### config.mk
export PLATFORM = sky130hd
export DESIGN_NAME = hex_onehot_encoder_flat
export DESIGN_NICKNAME = d
export VERILOG_FILES = /design/src/rtl/hex_onehot_encoder_if.sv /design/src/rtl/hex_onehot_encoder.sv /design/src/flat_wrapper.sv
export SDC_FILE = /design/constraint.sdc
export NUM_CORES = 1
export LEC_CHECK = 0
export ABC_AREA = 1
export BUFFER_PORTS_ARGS = -buffer_cell sky130_fd_sc_hd__clkbuf_2
export CELL_PAD_IN_SITES_DETAIL_PLACEMENT = 2
export CELL_PAD_IN_SITES_GLOBAL_PLACEMENT = 2
export CORE_MARGIN = 2
export CORE_UTILIZATION = 30
export DETAILED_ROUTE_END_ITERATION = 10
export GPL_TIMING_DRIVEN = 0
export PLACE_DENSITY = 0.86
export RECOVER_POWER = 100
export SETUP_SLACK_MARGIN = 0.05
export SLEW_MARGIN = 20
export SYNTH_ARGS = -nofsm -noshare
export SYNTH_HDL_FRONTEND = slang
export SYNTH_SLANG_ARGS = --single-unit
export TNS_END_PERCENT = 20
### constraint.sdc
create_clock -name clk -period 2.7 [get_ports clk]
set_input_delay 0.54 -clock clk [delete_from_list [all_inputs] [get_ports clk]]
set_output_delay 0.54 -clock clk [all_outputs]
set_load 0.02 [all_outputs]
### src/rtl/hex_onehot_encoder_if.sv
// Handshake bundle for the hex one-hot encoder: request vector in, serialized indices out.
interface hex_onehot_encoder_if #(
   parameter int WIDTH = 16,
   parameter int IDX_W = $clog2(WIDTH)
);
   logic             in_valid;
   logic             in_ready;
   logic [WIDTH-1:0] in_vec;
   logic             out_valid;
   logic             out_ready;
   logic [IDX_W-1:0] out_idx;
   logic             out_last;
   logic             multi_hot;
   logic             zero_err;

   modport master (
      output in_valid, in_vec, out_ready,
      input  in_ready, out_valid, out_idx, out_last, multi_hot, zero_err
   );

   modport slave (
      input  in_valid, in_vec, out_ready,
      output in_ready, out_valid, out_idx, out_last, multi_hot, zero_err
   );
endinterface

### src/rtl/hex_onehot_encoder.sv
// Serial priority encoder: emits the index of every set bit of an accepted vector,
// lowest first, one per output handshake.
//
//  state    | meaning
//  ---------+--------------------------------------------------------
//  ST_IDLE  | in_ready=1, waiting for a vector
//  ST_DRAIN | out_valid=1, presenting lowest pending index
module hex_onehot_encoder #(
   parameter int WIDTH = 16,
   parameter int IDX_W = $clog2(WIDTH)
) (
   input  logic                  clk,
   input  logic                  rst_n,
   hex_onehot_encoder_if.slave   bus
);

   typedef enum logic {ST_IDLE, ST_DRAIN} state_t;

   localparam logic [WIDTH-1:0] ONE = {{(WIDTH-1){1'b0}}, 1'b1};

   state_t           state_q,     state_d;
   logic [WIDTH-1:0] pending_q,   pending_d;
   logic             multi_hot_q, multi_hot_d;
   logic             zero_err_q,  zero_err_d;
   logic [IDX_W-1:0] out_idx_q,   out_idx_d;
   logic             out_last_q,  out_last_d;

   always_comb begin
      state_d     = state_q;
      pending_d   = pending_q;
      multi_hot_d = multi_hot_q;
      zero_err_d  = 1'b0;
      out_idx_d   = '0;
      out_last_d  = 1'b0;

      case (state_q)
         ST_IDLE: begin
            if (bus.in_valid) begin
               if (bus.in_vec != '0) begin
                  pending_d   = bus.in_vec;
                  multi_hot_d = (bus.in_vec & (bus.in_vec - ONE)) != '0;
                  state_d     = ST_DRAIN;
               end else begin
                  zero_err_d  = 1'b1;
               end
            end
         end
         ST_DRAIN: begin
            if (bus.out_ready) begin
               pending_d = pending_q & (pending_q - ONE);
               if (out_last_q) begin
                  pending_d   = '0;
                  multi_hot_d = 1'b0;
                  state_d     = ST_IDLE;
               end
            end
         end
         default: state_d = ST_IDLE;
      endcase

      // Index/last are registered from next-state pending so they are stable for the whole cycle.
      if (state_d == ST_DRAIN) begin
         for (int i = WIDTH - 1; i >= 0; i--) begin
            if (pending_d[i]) out_idx_d = IDX_W'(i);
         end
         out_last_d = (pending_d & (pending_d - ONE)) == '0;
      end
   end

   always_ff @(posedge clk or negedge rst_n) begin
      if (!rst_n) begin
         state_q     <= ST_IDLE;
         pending_q   <= '0;
         multi_hot_q <= 1'b0;
         zero_err_q  <= 1'b0;
         out_idx_q   <= '0;
         out_last_q  <= 1'b0;
      end else begin
         state_q     <= state_d;
         pending_q   <= pending_d;
         multi_hot_q <= multi_hot_d;
         zero_err_q  <= zero_err_d;
         out_idx_q   <= out_idx_d;
         out_last_q  <= out_last_d;
      end
   end

   assign bus.in_ready  = (state_q == ST_IDLE);
   assign bus.out_valid = (state_q == ST_DRAIN);
   assign bus.out_idx   = out_idx_q;
   assign bus.out_last  = out_last_q;
   assign bus.multi_hot = multi_hot_q;
   assign bus.zero_err  = zero_err_q;

endmodule

### src/flat_wrapper.sv
// flat-port wrapper written by rule: the top's interface ports become plain ports
module hex_onehot_encoder_flat 
#(
   parameter int WIDTH = 16,
   parameter int IDX_W = $clog2(WIDTH)
)
  (clk, rst_n, bus_in_valid, bus_in_vec, bus_out_ready, bus_in_ready, bus_out_valid, bus_out_idx, bus_out_last, bus_multi_hot, bus_zero_err);
  hex_onehot_encoder_if #(.WIDTH(WIDTH), .IDX_W(IDX_W)) bus_i ();
  input  logic clk;
  input  logic rst_n;
  input wire logic [$bits(bus_i.in_valid)-1:0] bus_in_valid;
  input wire logic [$bits(bus_i.in_vec)-1:0] bus_in_vec;
  input wire logic [$bits(bus_i.out_ready)-1:0] bus_out_ready;
  output wire logic [$bits(bus_i.in_ready)-1:0] bus_in_ready;
  output wire logic [$bits(bus_i.out_valid)-1:0] bus_out_valid;
  output wire logic [$bits(bus_i.out_idx)-1:0] bus_out_idx;
  output wire logic [$bits(bus_i.out_last)-1:0] bus_out_last;
  output wire logic [$bits(bus_i.multi_hot)-1:0] bus_multi_hot;
  output wire logic [$bits(bus_i.zero_err)-1:0] bus_zero_err;
  assign bus_i.in_valid = bus_in_valid;
  assign bus_i.in_vec = bus_in_vec;
  assign bus_i.out_ready = bus_out_ready;
  assign bus_in_ready = bus_i.in_ready;
  assign bus_out_valid = bus_i.out_valid;
  assign bus_out_idx = bus_i.out_idx;
  assign bus_out_last = bus_i.out_last;
  assign bus_multi_hot = bus_i.multi_hot;
  assign bus_zero_err = bus_i.zero_err;
  hex_onehot_encoder #(.WIDTH(WIDTH), .IDX_W(IDX_W)) u_core (.clk(clk), .rst_n(rst_n), .bus(bus_i));
endmodule
==> qor.csv <==
metric;value;unit
run_status;finished clean;
rr_startpoint;u_core.bus.out_valid;
synth_commonest_cells;nand2_1, nor2_1, inv_1, dfrtp_1;
cp-end-kind;register;
hpwl;5690;um
num_rows;28;
worst_ep_arrival_time;2.66;ns
grtUsageTotal;23.0;%
top_level_ports;29;
overflow;0;
clkTransAtPathRegs;0.10;ns
portBuffers;28;
antenna_found_initial;0;
ys_top_cells_by_area;dfrtp_1, nand2_1, nor2_1, inv_1, nand3_1;
cts_root_buffer;clkbuf_8;
synth_edf_count;0;
worstHoldPathType;reg2reg;
worst_path_dominant_cell_family;simple AND/OR/NAND/NOR gates;
crit_chain;clkbuf_2 -> nor2_2 -> nand2_2 -> nor2_2 -> nand2_2 -> nand2_4 -> inv_4 -> nand2_1 -> a21boi_2 -> nand4_1 -> nor2_4 -> nand3_2 -> o21ai_1 -> nand2_1 -> nor2_1 -> nand3_1 -> nor2_1;
post-route-period-util;90.6;%
async_flop_share;100;%
worst_setup_path_start_kind;primary input;
critPathMaxStageDelay;0.24;ns
synth-seq-cells;24;
synthCells;295;
nets;353;
fillers;757;
core;5960;um^2
drtAntennaViolNets;0;
ys_seq_area_share;32.3;%
first_global_vias;2307;
yosys.area.top_type_share;32.3;%
cts_hold_buffers;0;
cts_buffers;3;
clkLatencyLatePin;0.28;ns
hold_viol_final;0;
die_area;6850;um^2
wl_per_cell;17.9;um
p_per_area;1420;nW/um^2
crit_buf_inv;2;
yosys.area.top_type;dfrtp_1;
p_total;0.00321;W
initial_core_util;31.3;%
cp_max_fo;8;
htreeDepth;1;
die_h;82.8;um
grt_pass1_wl;11700;um
gp_congestion;0.783;
diodes;0;
hold_start;u_core.bus.multi_hot;
critPathSlowestCell;a21boi_2;
cts.path.max_buffers;2;
slew_headroom;2.14;%
hold-path-cell-count;2;
max_freq;409;MHz
setup_viol;0;
peakVddDrop;657;uV
yosysMostFrequentCell;nand2_1;
min_period;2.45;ns
leakage;1.18;nW
finalMaxSlewViolations;0;
avgSynthCellArea;6.31;um^2
syn-num-nets;315;
tightest_slew;1.47;ns
crit_required;2.91;ns
synth_cell_types;31;
grt_max_degree;25;
synth_ff_type;dfrtp_1;
rsz0062_at_grt;yes;
drcViolationCount;0;
r2r_cells;15;
drt_wl_total;7290;um
cts_tree;built;
yosys_warnings;0;
final_core_util;37.9;%
vias;2114;
syn_to_final_growth;21.2;%
netlist_area;1860;um^2
hold_path_end;u_core.bus.multi_hot;
clock_skew;0.00328;ns
whs;0.512;ns
vias_per_cell;5.19;
drt_first_iter_violations;63;
firstDrtPassIters;4;
drive_above_1_share;25.0;%
path_class;in2reg;
r2r-end;u_core.bus.out_last;
reg2reg_slack;0.28;ns
cts_sinks;24;
drv_cap;0;
die_w;82.8;um
-- how the worst max path moves through the flow --
stage,start,end,slack (ns),cells after the start
floorplan,bus_in_vec[0],u_core.bus.out_last,0.48,18
finish,bus_in_vec[0],u_core.bus.out_last,0.25,17
global placement,bus_in_vec[0],u_core.bus.out_last,-0.07,19
CTS,u_core.bus.out_last,u_core.bus.out_last,0.06,16
global route,bus_in_vec[0],u_core.bus.out_last,-0.01,17
detailed placement,bus_in_vec[2],u_core.bus.out_last,-0.21,19
-- state kept, by name (all words and copies together) (netlist names) --
signal,flops
u_core.bus.zero_err,1
u_core.pending_q,16
u_core.bus.out_valid,1
u_core.bus.out_idx,4
u_core.bus.out_last,1
u_core.bus.multi_hot,1
-- repair_timing --
| item | 4_1_cts | 5_1_grt |
|---|---|---|
| endpoints found under the hold margin | 0 | 0 |
| gates resized for setup | 1 | 22 |
| endpoints found under the setup margin | 1 | 3 |
| setup buffers | 0 | 5 |
| pin swaps | 0 | 5 |
-- tightest hold or removal path: cells and delay by family (launching register included) --
| kind | cells | cell delay (ns) |
|---|---|---|
| flip-flops | 1 | 0.36 |
| AND/OR/NAND/NOR | 2 | 0.12 |
-- logic make-up (layout without fill, tap and decap cells) --
| logic type | after synthesis | after routing | synth area share (%) |
|---|---|---|---|
| buffers and inverters | 46 | 83 | 9.88 |
| AO/OA/AOI/OAI | 43 | 43 | 14.7 |
| AND/OR/NAND/NOR | 182 | 182 | 43.1 |
| flip-flops | 24 | 24 | 32.3 |
-- final cells by class --
cell class / instances / area (um^2) / share of cell area (%)
buffer: 2 / 18.8 / 0.831
inverter: 44 / 168 / 7.43
clock buffer: 3 / 41.3 / 1.83
sequential: 24 / 604 / 26.8
clock inverter: 1 / 30.0 / 1.33
timing repair buffer: 33 / 169 / 7.48
multi-input combinational: 225 / 1130 / 50.2
tap: 75 / 93.8 / 4.16
-- routing by layer --
metal	up-vias	global-route usage, %	wire (um)
li1	1008	-	-
met1	1070	28.4	3310
met2	25	42.3	3720
met3	11	3.14	140
met4	0	5.08	116
met5	-	0	0
-- power breakdown --
group	internal, W	switching [W]
Clock	0.000199	0.000137
Sequential	0.000513	0.000136
Combinational	0.000718	0.00151
Total	0.00143	0.00178
-- stage by stage --
stage	TNS, ns	instances	instance area, um^2	setup WS (ns)
finish	0	407	2260	0.254
CTS	0	402	2170	0.0610
global placement	-0.0689	398	2100	-0.0689
floorplan	0	295	1860	0.477
global route	-0.0138	407	2260	-0.0138
detailed placement	-0.330	398	2100	-0.209
-- layout by cell type, fill, tap and decap left out, types with 2 or more instances in the layout --
cell type	synthesis	layout
o21ai_1	9	6
inv_1	38	36
inv_2	5	7
clkbuf_2	0	21
nand3_1	13	13
nand4_1	2	2
nor2_4	3	5
dfrtp_2	0	3
a21boi_2	3	3
nor2_2	5	10
o21ai_0	13	12
nand2_2	10	12
o21ai_2	1	4
a21oi_1	6	6
nor4_1	2	2
o22ai_1	2	2
nand2_1	86	84
o2111ai_1	2	2
clkbuf_8	0	3
dfrtp_1	24	21
buf_4	0	5
o22ai_2	2	2
nor3_1	8	8
clkbuf_1	0	7
a31oi_1	2	2
nor2_1	49	42
(Power assumes the default switching activity.)
